`config.mk`:
```
export PLATFORM = sky130hd
export DESIGN_NAME = dallanma_ongorucu_flat
export DESIGN_NICKNAME = d
export VERILOG_FILES = /design/src/rtl/dallanma_ongorucu_if.sv /design/src/rtl/dallanma_ongorucu.sv /design/src/flat_wrapper.sv
export SDC_FILE = /design/constraint.sdc
export NUM_CORES = 2
export LEC_CHECK = 0
export BUFFER_PORTS_ARGS = -buffer_cell sky130_fd_sc_hd__buf_2
export CORE_ASPECT_RATIO = 1.1
export CORE_UTILIZATION = 35
export DETAILED_ROUTE_END_ITERATION = 7
export MAX_ROUTING_LAYER = met4
export PLACE_DENSITY = 0.49
export SLEW_MARGIN = 30
export SYNTH_ARGS = -nofsm -noshare
export SYNTH_HDL_FRONTEND = slang
export SYNTH_SLANG_ARGS = --single-unit
```
`constraint.sdc`:
```
create_clock -name clk_i -period 9.3 [get_ports clk_i]
set_input_delay 0.93 -clock clk_i [delete_from_list [all_inputs] [get_ports clk_i]]
set_output_delay 0.93 -clock clk_i [all_outputs]
set_load 0.01 [all_outputs]
```
`src/rtl/dallanma_ongorucu_if.sv`:
```
// Fetch/execute side bundle for the gshare branch predictor.
// master drives lookups and feedback; slave is the predictor itself.
interface dallanma_ongorucu_if #(
  parameter int PS_BIT = 32
) ();
  logic [PS_BIT-1:0] ps_i;
  logic              ps_gecerli_i;
  logic              duraklat_i;
  logic              bosalt_i;
  logic              ongoru_atladi_o;
  logic [PS_BIT-1:0] ongoru_hedef_ps_o;
  logic              ongoru_gecerli_o;
  logic [PS_BIT-1:0] g2_ps_i;
  logic [PS_BIT-1:0] g2_hedef_ps_i;
  logic              g2_guncelle_i;
  logic              g2_atladi_i;
  logic              g2_hatali_tahmin_i;
  logic [31:0]       hatali_sayac_o;

  modport master (
    output ps_i, ps_gecerli_i, duraklat_i, bosalt_i,
    output g2_ps_i, g2_hedef_ps_i, g2_guncelle_i, g2_atladi_i, g2_hatali_tahmin_i,
    input  ongoru_atladi_o, ongoru_hedef_ps_o, ongoru_gecerli_o, hatali_sayac_o
  );

  modport slave (
    input  ps_i, ps_gecerli_i, duraklat_i, bosalt_i,
    input  g2_ps_i, g2_hedef_ps_i, g2_guncelle_i, g2_atladi_i, g2_hatali_tahmin_i,
    output ongoru_atladi_o, ongoru_hedef_ps_o, ongoru_gecerli_o, hatali_sayac_o
  );
endinterface

```
`src/rtl/dallanma_ongorucu.sv`:
```
// Gshare branch predictor: 2-bit counter BHT indexed by PC^GHR plus a
// direct-mapped BTB. Registered 1-cycle lookup, trained by execute feedback.
module dallanma_ongorucu #(
  parameter int PS_BIT    = 32,
  parameter int SATIR_BIT = 5,
  parameter int GGT_BIT   = 5
) (
  input  logic               clk_i,
  input  logic               rstn_i,
  dallanma_ongorucu_if.slave bp
);

  localparam int unsigned SATIR      = 1 << SATIR_BIT;
  localparam int          ETIKET_BIT = PS_BIT - SATIR_BIT - 1;

  logic [1:0]            bht_q        [SATIR];
  logic [1:0]            bht_d        [SATIR];
  logic                  btb_gecerli_q[SATIR];
  logic                  btb_gecerli_d[SATIR];
  logic [ETIKET_BIT-1:0] btb_etiket_q [SATIR];
  logic [ETIKET_BIT-1:0] btb_etiket_d [SATIR];
  logic [PS_BIT-1:0]     btb_hedef_q  [SATIR];
  logic [PS_BIT-1:0]     btb_hedef_d  [SATIR];
  logic [GGT_BIT-1:0]    ghr_q, ghr_d;
  logic [31:0]           sayac_q, sayac_d;
  logic                  atladi_q, atladi_d;
  logic                  gecerli_q, gecerli_d;
  logic [PS_BIT-1:0]     hedef_q, hedef_d;

  logic [SATIR_BIT-1:0]  l_btb_idx, l_bht_idx, g_btb_idx, g_bht_idx;
  logic                  l_hit, l_taken;
  logic                  unused_lsb;

  // Lookup side reads only registered state, so same-cycle training is invisible to it.
  assign l_btb_idx = bp.ps_i[SATIR_BIT:1];
  assign l_bht_idx = bp.ps_i[SATIR_BIT:1] ^ ghr_q;
  assign l_hit     = btb_gecerli_q[l_btb_idx] &&
                     (btb_etiket_q[l_btb_idx] == bp.ps_i[PS_BIT-1:SATIR_BIT+1]);
  assign l_taken   = bp.ps_gecerli_i && l_hit && bht_q[l_bht_idx][1];

  assign g_btb_idx = bp.g2_ps_i[SATIR_BIT:1];
  assign g_bht_idx = bp.g2_ps_i[SATIR_BIT:1] ^ ghr_q;

  // Bit 0 of a PC never selects anything: entries are halfword aligned.
  assign unused_lsb = bp.ps_i[0] ^ bp.g2_ps_i[0];

  assign bp.ongoru_atladi_o   = atladi_q;
  assign bp.ongoru_hedef_ps_o = hedef_q;
  assign bp.ongoru_gecerli_o  = gecerli_q;
  assign bp.hatali_sayac_o    = sayac_q;

  // Next-state: prediction outputs (flush > stall > lookup) and table training.
  always_comb begin
    bht_d         = bht_q;
    btb_gecerli_d = btb_gecerli_q;
    btb_etiket_d  = btb_etiket_q;
    btb_hedef_d   = btb_hedef_q;
    ghr_d         = ghr_q;
    sayac_d       = sayac_q;
    atladi_d      = atladi_q;
    gecerli_d     = gecerli_q;
    hedef_d       = hedef_q;

    if (bp.bosalt_i) begin
      atladi_d  = 1'b0;
      gecerli_d = 1'b0;
      hedef_d   = '0;
    end else if (!bp.duraklat_i) begin
      gecerli_d = bp.ps_gecerli_i;
      atladi_d  = l_taken;
      hedef_d   = l_taken ? btb_hedef_q[l_btb_idx] : '0;
    end

    if (bp.g2_guncelle_i) begin
      if (bp.g2_atladi_i) begin
        if (bht_q[g_bht_idx] != 2'b11) bht_d[g_bht_idx] = bht_q[g_bht_idx] + 2'd1;
        btb_gecerli_d[g_btb_idx] = 1'b1;
        btb_etiket_d[g_btb_idx]  = bp.g2_ps_i[PS_BIT-1:SATIR_BIT+1];
        btb_hedef_d[g_btb_idx]   = bp.g2_hedef_ps_i;
      end else begin
        if (bht_q[g_bht_idx] != 2'b00) bht_d[g_bht_idx] = bht_q[g_bht_idx] - 2'd1;
      end
      ghr_d = {ghr_q[GGT_BIT-2:0], bp.g2_atladi_i};
      if (bp.g2_hatali_tahmin_i) sayac_d = sayac_q + 32'd1;
    end
  end

  // State registers; async reset puts every counter at weakly-not-taken.
  always_ff @(posedge clk_i or negedge rstn_i) begin
    if (!rstn_i) begin
      for (int unsigned i = 0; i < SATIR; i++) begin
        bht_q[i]         <= 2'b01;
        btb_gecerli_q[i] <= 1'b0;
        btb_etiket_q[i]  <= '0;
        btb_hedef_q[i]   <= '0;
      end
      ghr_q     <= '0;
      sayac_q   <= '0;
      atladi_q  <= 1'b0;
      gecerli_q <= 1'b0;
      hedef_q   <= '0;
    end else begin
      bht_q         <= bht_d;
      btb_gecerli_q <= btb_gecerli_d;
      btb_etiket_q  <= btb_etiket_d;
      btb_hedef_q   <= btb_hedef_d;
      ghr_q         <= ghr_d;
      sayac_q       <= sayac_d;
      atladi_q      <= atladi_d;
      gecerli_q     <= gecerli_d;
      hedef_q       <= hedef_d;
    end
  end

endmodule

```
`src/flat_wrapper.sv`:
```
// flat-port wrapper written by rule: the top's interface ports become plain ports
module dallanma_ongorucu_flat 
#(
  parameter int PS_BIT    = 32,
  parameter int SATIR_BIT = 5,
  parameter int GGT_BIT   = 5
)
  (clk_i, rstn_i, bp_ps_i, bp_ps_gecerli_i, bp_duraklat_i, bp_bosalt_i, bp_g2_ps_i, bp_g2_hedef_ps_i, bp_g2_guncelle_i, bp_g2_atladi_i, bp_g2_hatali_tahmin_i, bp_ongoru_atladi_o, bp_ongoru_hedef_ps_o, bp_ongoru_gecerli_o, bp_hatali_sayac_o);
  dallanma_ongorucu_if #(.PS_BIT(PS_BIT)) bp_i ();
  input  logic clk_i;
  input  logic rstn_i;
  input wire logic [$bits(bp_i.ps_i)-1:0] bp_ps_i;
  input wire logic [$bits(bp_i.ps_gecerli_i)-1:0] bp_ps_gecerli_i;
  input wire logic [$bits(bp_i.duraklat_i)-1:0] bp_duraklat_i;
  input wire logic [$bits(bp_i.bosalt_i)-1:0] bp_bosalt_i;
  input wire logic [$bits(bp_i.g2_ps_i)-1:0] bp_g2_ps_i;
  input wire logic [$bits(bp_i.g2_hedef_ps_i)-1:0] bp_g2_hedef_ps_i;
  input wire logic [$bits(bp_i.g2_guncelle_i)-1:0] bp_g2_guncelle_i;
  input wire logic [$bits(bp_i.g2_atladi_i)-1:0] bp_g2_atladi_i;
  input wire logic [$bits(bp_i.g2_hatali_tahmin_i)-1:0] bp_g2_hatali_tahmin_i;
  output wire logic [$bits(bp_i.ongoru_atladi_o)-1:0] bp_ongoru_atladi_o;
  output wire logic [$bits(bp_i.ongoru_hedef_ps_o)-1:0] bp_ongoru_hedef_ps_o;
  output wire logic [$bits(bp_i.ongoru_gecerli_o)-1:0] bp_ongoru_gecerli_o;
  output wire logic [$bits(bp_i.hatali_sayac_o)-1:0] bp_hatali_sayac_o;
  assign bp_i.ps_i = bp_ps_i;
  assign bp_i.ps_gecerli_i = bp_ps_gecerli_i;
  assign bp_i.duraklat_i = bp_duraklat_i;
  assign bp_i.bosalt_i = bp_bosalt_i;
  assign bp_i.g2_ps_i = bp_g2_ps_i;
  assign bp_i.g2_hedef_ps_i = bp_g2_hedef_ps_i;
  assign bp_i.g2_guncelle_i = bp_g2_guncelle_i;
  assign bp_i.g2_atladi_i = bp_g2_atladi_i;
  assign bp_i.g2_hatali_tahmin_i = bp_g2_hatali_tahmin_i;
  assign bp_ongoru_atladi_o = bp_i.ongoru_atladi_o;
  assign bp_ongoru_hedef_ps_o = bp_i.ongoru_hedef_ps_o;
  assign bp_ongoru_gecerli_o = bp_i.ongoru_gecerli_o;
  assign bp_hatali_sayac_o = bp_i.hatali_sayac_o;
  dallanma_ongorucu #(.PS_BIT(PS_BIT), .SATIR_BIT(SATIR_BIT), .GGT_BIT(GGT_BIT)) u_core (.clk_i(clk_i), .rstn_i(rstn_i), .bp(bp_i));
endmodule
```
# After elaboration in Yosys (flattened, before gate mapping)
# Index checks and enable logic that the tools add are counted.
# totals
regBits	2023
inputBits	104
out_inout_bits	66
wordCells	200
# op_classes
n_addsub	3
order_cmp	6
n_eq_ne	4
muxes	37
bitwise_logic	7
n_reduce_logical	10
# ops
cell	count
1024-bit bitwise mux	1
832-bit bitwise mux	1
32-bit two-way mux	6
64-bit two-way mux	3
32-bit binary-select mux with 5-bit select	1
32-bit demux with 5-bit select	1
26-bit binary-select mux with 5-bit select	1
26-bit demux with 5-bit select	1
64-bit bitwise mux	2
26-bit two-way mux	3
32-bit by 1-bit adder with 32-bit output, second input constant	1
32-bit bitwise OR	1
26-bit equality test	1
6-bit greater-or-equal comparator, second input constant	4
5-bit NOT with 6-bit output	4
2-bit binary-select mux with 5-bit select	2
6-bit by 1-bit less-than comparator with 1-bit output, second input constant	2
2-bit demux with 5-bit select	1
2-bit two-way mux	5
5-bit bitwise XOR	2
1-bit two-way mux	7
1-bit binary-select mux with 5-bit select	1
1-bit demux with 5-bit select	1
1-bit logical AND	5
7 further kinds	10

# Logic depth before layout (Yosys ltp)
# logic_depth
word_depth	11
depth_mapped	15
mapped_depth_nobuf	12

# Least setup slack after synthesis
# Ideal clock, no wire load.
# synth_timing
path_kind	in2reg
startpoint	input port bp_g2_ps_i[1]
endpoint	register u_core.bht_q[17] (netlist name)
setup_time_ns	0.125
arrival_time_ns	4.473
required_time_ns	9.175
slack_ns	4.703
stages	13
path_buffers	2
path_cell_list	buf_2 xnor2_2 mux4_2 mux4_2 mux2i_1 buf_2 inv_1 ha_1 mux2i_1 and2_0 nand3_1 nor2_1 mux2_2
# synth_between
elab_chain_len	9
word_cells_on_any_way	22
cone_classes	add/sub: 2; order compare: 2; eq/ne: 2; mux: 10; bitwise: 2; reduce/logical: 4
# synth_rtl
item	line	text
from (decl)	flat_wrapper.sv:16	input wire logic [$bits(bp_i.g2_ps_i)-1:0] bp_g2_ps_i;
5-bit bitwise XOR *	dallanma_ongorucu.sv:42	assign g_bht_idx = bp.g2_ps_i[SATIR_BIT:1] ^ ghr_q;
5-bit NOT with 6-bit output (implied by the code) *	dallanma_ongorucu.sv:76, dallanma_ongorucu.sv:81	
2-bit binary-select mux with 5-bit select (tied with other cells)	dallanma_ongorucu.sv:76, dallanma_ongorucu.sv:81	
2-bit two-way mux (implied by the code) or 1-bit logical AND (tied branches)	dallanma_ongorucu.sv:76, dallanma_ongorucu.sv:81	
2-bit two-way mux (implied by the code)	dallanma_ongorucu.sv:76, dallanma_ongorucu.sv:81	
2-bit by 1-bit subtractor with 2-bit output (tied with other cells)	dallanma_ongorucu.sv:81	if (bht_q[g_bht_idx] != 2'b00) bht_d[g_bht_idx] = bht_q[g_bht_idx] - 2'd1;
64-bit bitwise mux (on tied branches)	dallanma_ongorucu.sv:81, dallanma_ongorucu.sv:76	
64-bit two-way mux (on tied branches)	dallanma_ongorucu.sv:81, dallanma_ongorucu.sv:76	
64-bit two-way mux	dallanma_ongorucu.sv:75	if (bp.g2_atladi_i) begin
to (signal assigned)	dallanma_ongorucu.sv:103	bht_q <= bht_d;
to (decl)	dallanma_ongorucu.sv:16	logic [1:0] bht_q [SATIR];
# Every way passes the cells marked *; elsewhere a longest branch is shown, timed or not. The select of a mux whose other input is x is not followed.
# A chain may end at the register's enable or synchronous reset.

# Final worst setup path
# layout_timing
startpoint	input port bp_ps_i[1]
endpoint	register u_core.hedef_q[0], in the netlist u_core.bp.ongoru_hedef_ps_o[0]
# layout_between
elab_chain_len	11
word_cells_on_any_way	22
cone_classes	eq/ne: 1; mux: 15; bitwise: 3; reduce/logical: 3
# layout_rtl
item	line	text
from (decl)	flat_wrapper.sv:12	input wire logic [$bits(bp_i.ps_i)-1:0] bp_ps_i;
5-bit NOT with 6-bit output (implied by the code)	dallanma_ongorucu.sv:37, dallanma_ongorucu.sv:38, dallanma_ongorucu.sv:71	
26-bit binary-select mux with 5-bit select	dallanma_ongorucu.sv:38	(btb_etiket_q[l_btb_idx] == bp.ps_i[PS_BIT-1:SATIR_BIT+1]);
26-bit two-way mux (implied by the code) (2 in a row)	dallanma_ongorucu.sv:38	
26-bit equality test	dallanma_ongorucu.sv:38	
1-bit logical AND	dallanma_ongorucu.sv:37	assign l_hit = btb_gecerli_q[l_btb_idx] &&
1-bit logical AND (2 in a row)	dallanma_ongorucu.sv:39	assign l_taken = bp.ps_gecerli_i && l_hit && bht_q[l_bht_idx][1];
32-bit two-way mux *	dallanma_ongorucu.sv:71	hedef_d = l_taken ? btb_hedef_q[l_btb_idx] : '0;
32-bit two-way mux *	dallanma_ongorucu.sv:68	end else if (!bp.duraklat_i) begin
32-bit two-way mux *	dallanma_ongorucu.sv:64	if (bp.bosalt_i) begin
to (signal assigned)	dallanma_ongorucu.sv:101	hedef_q <= '0;
to (signal assigned)	dallanma_ongorucu.sv:111	hedef_q <= hedef_d;
to (decl)	dallanma_ongorucu.sv:28	logic [PS_BIT-1:0] hedef_q, hedef_d;
# Marks and branches as above.

==> impl_metrics.ini <==
[sta]
fin_crit_ns = 4.88
fin_ws_ns = 4.42
rsz0062_at_grt = no
slew_viol_final = 0
fin_crit_sh_pct = 52.4
max_freq_mhz = 205
tns_ns = 0
worst_pin_slew_ns = 1.03
finClkSkew_ns = 0.0632
finalHoldViolations = 0
slew_headroom_pct = 31.0
setup_violations = 0

[clock_tree]
cts_inserted_buffers = 226
path_clk_slew_ns = 0.06
postCtsHoldBufs = 0
cts.sinks = 2023
htreeDepth = 4
clk_latency_ns = 0.89
cts-root-buf = clkbuf_16
post-cts-setup-buffers = 0
cts_tree = built
cts_buffer_depth = 4
cts.repair.resized = 0

[run]
max-cap-violations = 0

[yosys]
synth_edf_count = 0
syn-cell-area_sq_um = 91900
ys_async_sr_fraction_pct = 100
syn-instance-count = 5841
yosysWarnings = 0
ys_types = 68
synth_ff_type = dfrtp_1
synth_nets = 5948
avgSynthCellArea_sq_um = 15.7
ys_seq_elements = 2023
ys_seq_area_share_pct = 55.2

[detailed_routing]
routedWlPerCell_um = 28.4
drc = 0
via_count = 51200
routed_wl_um = 269000
drt-met1-wl_um = 120000
highest_layer = met4
dr.pass1.iters = 7
wl_met3_um = 8940
antenna_left = 0
viasPerCell = 5.41
drtIter0Drc = 2903
dr_wl_met2_um = 134000

[global_routing]
overflow = 0
grt_usage_pct = 21.0
grt_first_pass_wirelength_um = 399000
antenna_found_initial = 33
grt_pass1_vias = 54900
grt_max_degree = 167

[placed_design]
port_buffers = 167
place_ws_ns = 3.47
place.gp.congestion = 0.745
place_area_sq_um = 96200
placedCellCount = 9043
dp_hpwl_um = 151000

[pwr]
power_frac_comb_pct = 13.9
intPower_uw = 17100
power_uw = 22700
p_leak_uw = 0.0474
switchingPower_uw = 5650
p_seq_share_pct = 47.1
p_per_area_nw_per_um2 = 219
clkPwrFrac_pct = 39.0
p_sw_share_pct = 24.9
ir_worst_vdd_v = 0.000161

[critical_path]
setup.worst_path.end_class = flop
worstSetupPathType = in2reg
crit_slowest_cell = buf_4
arrival_ns = 5.56
crit_path_cell_trace = buf_8 > buf_12 > buf_4 > mux4_2 > mux4_2 > nor2_1 > a31oi_1 > o211ai_1 > nor3_1 > nand4_4 > buf_4 > o21ai_1
reg2reg_slack_ns = 5.02
path_max_fanout = 79
regToRegEndpoint = u_core.bht_q[29]
cp_data_required_time_ns = 9.98
timing.rr.start = u_core.ghr_q[0]
slowest_delay_ns = 0.69
startpoint_type = primary input
rr_worst_depth = 11

[floorplan]
start_util_pct = 35.3
die-area_sq_um = 264000
fp.coreArea_sq_um = 260000
rows = 196
dieWidth_um = 490
die_y_um = 539
io_pins = 170

[layout]
final_cell_area_sq_um = 104000
multiInputGateArea_sq_um = 39000
drive_gt1_share_pct = 52.9
nets = 5919
syn_to_final_growth_pct = 12.8
seqCellArea_sq_um = 50700
fin_cells = 9459
fill_cells = 23900

[worst_hold_path]
hp-class = in2async

[run_status]
outcome = finished, final reports clean
==> cell type report <==
class,instances,share of cell area [%]
Sequential cell,2023,48.9
Multi-Input combinational cell,3255,37.7
Clock buffer,352,6.55
Tap cell,3465,4.18
Timing Repair Buffer,294,2.17
Clock inverter,48,0.459
Inverter,12,0.0507
Antenna cell,10,0.0241
==> sequential cells by signal (all words and copies together) (netlist names), named ones only <==
register                     count
u_core.bp.ongoru_gecerli_o       1
u_core.ghr_q                     5
u_core.bp.ongoru_hedef_ps_o     32
u_core.bht_q                    32
u_core.bp.hatali_sayac_o        32
u_core.bp.ongoru_atladi_o        1
u_core.btb_etiket_q            832
u_core.btb_gecerli_q            32
u_core.btb_hedef_q            1024
==> synthesized netlist by cell type (10+ instances only) <==
library cell	number	area [sq um]
a21oi_1	19	95.1
a221oi_1	13	114
a22oi_1	52	390
and2_1	10	62.6
buf_1	110	413
buf_2	60	300
buf_4	18	135
buf_6	28	315
clkbuf_1	330	1240
dfrtp_1	1991	49800
dfstp_2	32	841
inv_1	10	37.5
mux2_2	1933	21800
mux2i_1	198	1980
mux4_2	483	10900
nand2_1	102	383
nand2b_1	16	100
nand3_1	35	175
nand4_1	11	68.8
nor2_1	80	300
nor2b_1	16	100
nor3_1	14	70.1
o21ai_1	42	210
o22ai_1	28	175
or2_2	25	156
xnor2_1	38	333
xor2_1	23	201
==> power groups by stage <==
stage                     sequential [uW]  clock [uW]  combinational [uW]
final                               10700        8860                3160
after global placement              10800           0                3130
after floorplan                     10600           0                2370
after CTS                           10700        9140                3210
after detailed placement            10800           0                3200
after global routing                10900        9470                3430
==> worst max-delay path, delay by kind of cell <==
kind,cells,cell delay (ns)
AO/OA/AOI/OAI,3,0.54
buffers and inverters,4,2.34
multiplexers,2,1.07
AND/OR/NAND/NOR,3,0.38
==> worst max-delay path by stage <==
stage | startpoint | end | slack (ns) | cells past startpoint
floorplan | bp_g2_ps_i[1] | u_core.bht_q[17] | 4.70 | 13
global placement | bp_ps_i[1] | u_core.bp.ongoru_hedef_ps_o[30] | 3.45 | 12
detailed placement | bp_ps_i[1] | u_core.bp.ongoru_hedef_ps_o[21] | 3.47 | 12
CTS | bp_ps_i[1] | u_core.bp.ongoru_hedef_ps_o[4] | 4.40 | 12
global route | bp_ps_i[1] | u_core.bp.ongoru_hedef_ps_o[4] | 4.21 | 12
finish | bp_ps_i[1] | u_core.bp.ongoru_hedef_ps_o[0] | 4.42 | 12
==> stage by stage <==
step	hold WS [ns]	util (%)
after CTS	0.0427	39.8
after detailed placement	0.447	37.0
final	0.0273	39.8
after global routing	0.0679	39.8
after global placement	0.444	36.9
after floorplan	0.429	-
==> layout by cell type, fill, tap and decap left out, types with 11 or more instances in the layout <==
cell type and instances:
dfrtp_1 1991, mux2_2 1933, mux4_2 483, clkbuf_16 229, mux2i_1 197, buf_2 162
buf_4 97, nand2_1 90, nor2_1 63, clkbuf_1 63, clkbuf_8 61, a22oi_1 52
o21ai_1 42, xnor2_1 37, nand3_1 35, clkinv_2 33, dfstp_2 32, o22ai_1 28
or2_2 25, xor2_1 22, a21oi_1 19, buf_12 17, nor2_4 16, nand2b_1 16
a221oi_1 13, nor3_1 12, nand4_1 11
==> per-layer routing <==
layer	GRT usage [%]	vias up
li1	-	21600
met1	27.6	28400
met2	34.7	844
met3	2.64	359
met4	4.46	0
met5	-	-
==> kinds of logic after synthesis <==
group	Yosys count	share of synthesized area, %
muxes	2622	37.9
DFF	2023	55.2
buffers and inverters	563	2.77
and+or+nand+nor	354	1.90
AOI/OAI and AO/OA	211	1.55
xor gates and xnor gates	65	0.652
adders and majority gates	3	0.0409
(Power assumes the default switching activity.)
